$ cat src/rtl/cm_piso.sv
`default_nettype none
// ============================================================================
// Module   : cm_piso
// Purpose  : Parallel-in / serial-out shift register. Accepts one DATA_W
//            word over a valid/ready handshake and emits it as
//            NBEAT = DATA_W/SER_W beats of SER_W bits over a downstream
//            valid/ready handshake. Back-to-back words stream with no
//            bubble: the next word is accepted in the cycle its
//            predecessor's last beat is taken.
// Params   : DATA_W    - parallel word width (multiple of SER_W)
//            SER_W     - beat width
//            MSB_FIRST - 1: beat 0 is the top SER_W bits; 0: bottom bits
// Ports    : i_clk, i_rst  - clock, asynchronous active-high reset
//            i_valid/o_ready/i_data         - parallel input handshake
//            o_valid/i_ready/o_data         - serial output handshake
//            o_first/o_last                 - beat 0 / beat NBEAT-1 flags
//            o_beat (CM_PISO_BEAT_IDX_EN)   - index of the current beat
// Config   : define CM_PISO_BEAT_IDX_EN to add the o_beat output port.
// Revision : 1.0 - initial release
// ============================================================================
module cm_piso #(
   parameter int DATA_W    = 32,
   parameter int SER_W     = 8,
   parameter int MSB_FIRST = 1
) (
   input  logic              i_clk,
   input  logic              i_rst,
   input  logic              i_valid,
   output logic              o_ready,
   input  logic [DATA_W-1:0] i_data,
   output logic              o_valid,
   input  logic              i_ready,
   output logic [SER_W-1:0]  o_data,
   output logic              o_first,
   output logic              o_last
`ifdef CM_PISO_BEAT_IDX_EN
   ,
   output logic [(((DATA_W/SER_W) > 1) ? $clog2(DATA_W/SER_W) : 1)-1:0] o_beat
`endif
);

   localparam int C_NBEAT = DATA_W / SER_W;
   localparam int C_CNT_W = (C_NBEAT > 1) ? $clog2(C_NBEAT) : 1;
   localparam logic [C_CNT_W-1:0] C_CNT_LAST = C_CNT_W'(C_NBEAT - 1);
   localparam logic [C_CNT_W-1:0] C_CNT_ONE  = C_CNT_W'(1);

   // Reject configurations where the word does not split into whole beats.
   generate
      if ((SER_W < 1) || (DATA_W < SER_W) || ((DATA_W % SER_W) != 0)) begin : g_bad_width
         $error("cm_piso: DATA_W must be a non-zero multiple of SER_W");
      end
   endgenerate

   typedef enum logic [0:0] {
      ST_IDLE  = 1'b0,
      ST_SHIFT = 1'b1
   } state_t;

   state_t               r_state;
   state_t               w_state_nxt;
   logic [C_CNT_W-1:0]   r_cnt;
   logic [C_CNT_W-1:0]   w_cnt_nxt;
   logic [DATA_W-1:0]    r_shift;
   logic [DATA_W-1:0]    w_shift_nxt;
   logic [DATA_W-1:0]    w_shift_adv;
   logic                 w_last;
   logic                 w_ready;
   logic                 w_accept;

   // The beat on the wire always sits at the output end of the shift
   // register; advancing moves the next beat into that slot.
   generate
      if (C_NBEAT > 1) begin : g_multi
         if (MSB_FIRST != 0) begin : g_msb
            assign w_shift_adv = {r_shift[DATA_W-SER_W-1:0], {SER_W{1'b0}}};
         end else begin : g_lsb
            assign w_shift_adv = {{SER_W{1'b0}}, r_shift[DATA_W-1:SER_W]};
         end
      end else begin : g_single
         // Single-beat words never advance; the value is never selected.
         assign w_shift_adv = r_shift;
      end

      if (MSB_FIRST != 0) begin : g_out_msb
         assign o_data = r_shift[DATA_W-1 -: SER_W];
      end else begin : g_out_lsb
         assign o_data = r_shift[SER_W-1:0];
      end
   endgenerate

   assign w_last  = (r_state == ST_SHIFT) && (r_cnt == C_CNT_LAST);
   assign o_valid = (r_state == ST_SHIFT);
   assign o_first = (r_state == ST_SHIFT) && (r_cnt == '0);
   assign o_last  = w_last;
   assign o_ready = w_ready;

`ifdef CM_PISO_BEAT_IDX_EN
   assign o_beat = r_cnt;
`endif

   // Next-state / datapath logic. A beat transfer is evaluated first and a
   // simultaneous accept overrides it, so the final beat of one word and
   // the load of the next happen on the same edge.
   always_comb begin
      w_state_nxt = r_state;
      w_cnt_nxt   = r_cnt;
      w_shift_nxt = r_shift;
      // Ready depends only on state and downstream ready, never on i_valid.
      w_ready     = (r_state == ST_IDLE) || (w_last && i_ready);
      w_accept    = i_valid && w_ready;

      if ((r_state == ST_SHIFT) && i_ready) begin
         if (!w_last) begin
            w_shift_nxt = w_shift_adv;
            w_cnt_nxt   = r_cnt + C_CNT_ONE;
         end else begin
            // Shift register is left untouched so o_data holds its last beat.
            w_state_nxt = ST_IDLE;
            w_cnt_nxt   = '0;
         end
      end

      if (w_accept) begin
         w_shift_nxt = i_data;
         w_cnt_nxt   = '0;
         w_state_nxt = ST_SHIFT;
      end
   end

   always_ff @(posedge i_clk or posedge i_rst) begin
      if (i_rst) begin
         r_state <= ST_IDLE;
         r_cnt   <= '0;
         r_shift <= '0;
      end else begin
         r_state <= w_state_nxt;
         r_cnt   <= w_cnt_nxt;
         r_shift <= w_shift_nxt;
      end
   end

endmodule
`default_nettype wire

$ cat config.mk
export PLATFORM = sky130hd
export DESIGN_NAME = cm_piso
export DESIGN_NICKNAME = d
export VERILOG_FILES = /design/src/rtl/cm_piso.sv
export SDC_FILE = /design/constraint.sdc
export NUM_CORES = 1
export LEC_CHECK = 0
export CELL_PAD_IN_SITES_DETAIL_PLACEMENT = 0
export CELL_PAD_IN_SITES_GLOBAL_PLACEMENT = 2
export CORE_MARGIN = 8
export CORE_UTILIZATION = 27
export DETAILED_ROUTE_END_ITERATION = 8
export GPL_ROUTABILITY_DRIVEN = 1
export PLACE_DENSITY_LB_ADDON = 0.1
export SYNTH_ARGS = -nofsm -noshare
export SYNTH_HDL_FRONTEND = slang
export SYNTH_SLANG_ARGS = --single-unit
export TNS_END_PERCENT = 1
$ cat constraint.sdc
create_clock -name i_clk -period 1.4 [get_ports i_clk]
set_input_delay 0.28 -clock i_clk [delete_from_list [all_inputs] [get_ports i_clk]]
set_output_delay 0.28 -clock i_clk [all_outputs]
set_load 0.02 [all_outputs]
==> impl_metrics.yaml <==
run_status:
  status: "finished, violations left"
  violations: "negative setup slack"
global_route:
  grt_overflow: 0
  grt_pass1_vias: 1930
  grt_max_degree: 36
  met3_usage_pct: 3.16
  gr-usage-met1_pct: 14.4
  grt_pass1_wl_mm: 10.1
  antenna_found_initial: 0
  grtUsageTotal_pct: 11.4
  grt_use_met2_pct: 18.8
  grt.busiest_layer: "met2"
critical_path:
  worst_r2r_startpoint: "r_cnt[1]"
  worstSetupPathType: "flip-flop to flip-flop"
  crit_arrival_ps: 1720
  critPathRequiredTime_ps: 1620
  crit_chain: "ha_4, buf_8, nand2b_4, a21boi_4, buf_12, o211a_1"
  cp_max_fo: 23
  start_kind: "flip-flop"
  path_buf_inv: 2
  r2r_cells: 6
  worstReg2RegEnd: "r_shift[21]"
  crit_path_end_kind: "flip-flop"
  reg2reg_slack_ps: -100
  critPathTopFamily: "flip-flops"
  cp_slowest_cell: "dfrtp_1"
  slowest_delay_ps: 440
logic_synthesis:
  synthTopCellsByCount: "36 x nand2_1, 35 x dfrtp_1, 34 x nor2_1"
  synth_fp_nets: 263
  synth-edff-count: 0
  ys_warn_count: 0
  synth_area_per_cell_um2: 9.26
  synthArstFlopShare_pct: 100
  yosysMostFrequentCell: "nand2_1"
  synth_area_leaders: "dfrtp_1 42%, o211a_1 11%, a211o_1 10%"
  synth_area_leader_cell: "dfrtp_1"
  syn_area_um2: 2080
  ys_seq_elements: 35
  synthDistinctLibCells: 25
  synth_top_area_share_pct: 42.0
  synthCells: 225
  yosysSeqAreaShare_pct: 42.0
  synthFlopType: "dfrtp_1"
cts:
  path_clk_slew_ps: 80
  postCtsHoldBufs: 0
  cts.sinks: 35
  h-tree-depth: 2
  clk_path_buf_depth: 2
  cts_buffers: 5
  cts_tree: "built"
  clk_latency_ps: 290
  cts_root_buffer: "clkbuf_8"
power:
  clkPwrFrac_pct: 14.9
  p_per_area_nw_per_um2: 1660
  swShare_pct: 37.4
  comb_power_share_pct: 48.8
  power_frac_seq_pct: 36.3
  switching_power_w: 0.00176
  vdd_drop_max_uv: 517
  p_int_w: 0.00295
  leakage_nw: 1.22
route:
  final_antenna_net_count: 0
  vias: 1781
  dr.pass1.iters: 4
  drt_iter0_drc: 61
  routedWlPerCell_um: 16.3
  drc: 0
  routed_wl_mm: 6.09
  post_drt_via_cell_ratio: 4.76
timing:
  finalHoldViolations: 0
  hold_slack_ps: 339
  relSlewSlack_pct: 84.8
  period_minus_slack_ps: 1500
  drv_slew: 0
  fmax_ghz: 0.665
  worst_pin_slew_ps: 228
  grt_setup_unrepaired: "yes"
  finalClockSkew_ps: 8.70
  period_share_pct: 107
  worst_slack_ps: -103
  finalSetupViolCount: 31
floorplan:
  pin_count: 48
  die_h_um: 104
  fp.coreArea_um2: 7610
  start_util_pct: 27.4
  rows: 32
  die-area_um2: 10800
  die_w_um: 104
place:
  hpwlAfterDp_mm: 4.11
  pre_cts_slack_ps: -441
  place_congestion: 0.727
  io_buffers: 47
final_layout:
  syn2layout_area_growth_pct: 36.5
  finalNetCount: 310
  antenna_cells: 0
  drive_gt1_share_pct: 18.4
run:
  timing.max_cap.violations: 0
min_path:
  hold_class: "input port to async pin"
==> what timing repair did <==
action / in CTS / in global routing
setup buffers: 0 / 1
endpoints found under the setup margin: 45 / 37
resized for setup: 29 / 21
pin swaps: 1 / 5
==> worst min-delay path, stage by stage <==
cell and delay (ps):
clkdlybuf4s50_1 400, inv_1 90, buf_12 220
==> layer usage <==
metal / wire [um] / up-vias
met5: 0 / -
li1: - / 871
met1: 2960 / 871
met3: 219 / 4
met2: 2870 / 35
met4: 42 / 0
==> kinds of logic (layout without fill, tap and decap cells) <==
| group | count (synthesis) | after routing | synth area share (%) |
|---|---|---|---|
| fa+ha+maj | 2 | 2 | 1.20 |
| flops | 35 | 35 | 42.0 |
| simple gates | 86 | 86 | 17.8 |
| compound gates | 69 | 69 | 28.6 |
| buf+inv | 33 | 80 | 10.3 |
==> stage by stage <==
step                instances  setup TNS, ps  utilization, %  power, W  cell area [um2]
finish                    374          -2560            37.4   0.00471             2840
global route              374          -4960            37.4   0.00507             2840
CTS                       373          -2750            36.3   0.00463             2760
detailed placement        366         -12220            35.2   0.00396             2680
global placement          366         -12000            35.2   0.00395             2680
floorplan                 225              0               -   0.00325             2090
==> cells in the final DEF (no fill, tap or decap), types with 2 or more instances in the layout <==
| master | count |
|---|---|
| dfrtp_1 | 34 |
| clkbuf_1 | 2 |
| nand2_2 | 2 |
| a21oi_1 | 8 |
| dlygate4sd2_1 | 9 |
| a211o_1 | 24 |
| buf_4 | 13 |
| and2_4 | 2 |
| a211oi_2 | 8 |
| nor2_1 | 34 |
| and2_1 | 2 |
| o211a_1 | 23 |
| inv_2 | 3 |
| clkdlybuf4s50_1 | 35 |
| o22ai_1 | 2 |
| buf_6 | 8 |
| nand2b_1 | 9 |
| nand2_1 | 35 |
| buf_12 | 3 |
| clkbuf_8 | 5 |
==> cell type report <==
type,instances,area (um2)
inverter,4,15.0
sequential,35,877
clock buffer,7,76.3
timing repair buffer,69,692
multi-input combinational,157,1050
fill,814,4760
tap,102,128
==> state kept, by name, indices dropped and copies added (netlist names) <==
| register | count |
|---|---|
| o_valid | 1 |
| r_shift | 32 |
| r_cnt | 2 |
==> how the worst max path moves through the flow <==
| stage | startpoint | cells after the start | end |
|---|---|---|---|
| after CTS | r_cnt[1] | 3 | o_last |
| after global placement | i_ready | 4 | o_ready |
| after global routing | r_cnt[1] | 6 | r_shift[21] |
| after floorplan | r_cnt[0] | 5 | o_ready |
| final | r_cnt[1] | 6 | r_shift[21] |
| after detailed placement | i_ready | 4 | o_ready |
==> power groups by stage <==
stage               Sequential (W)  Clock, W  Combinational (W)
floorplan                  0.00164         0            0.00161
global placement           0.00171         0            0.00224
detailed placement         0.00171         0            0.00225
CTS                        0.00170  0.000737            0.00219
global route               0.00176  0.000771            0.00254
finish                     0.00171  0.000702            0.00230
(Power assumes the default switching activity.)
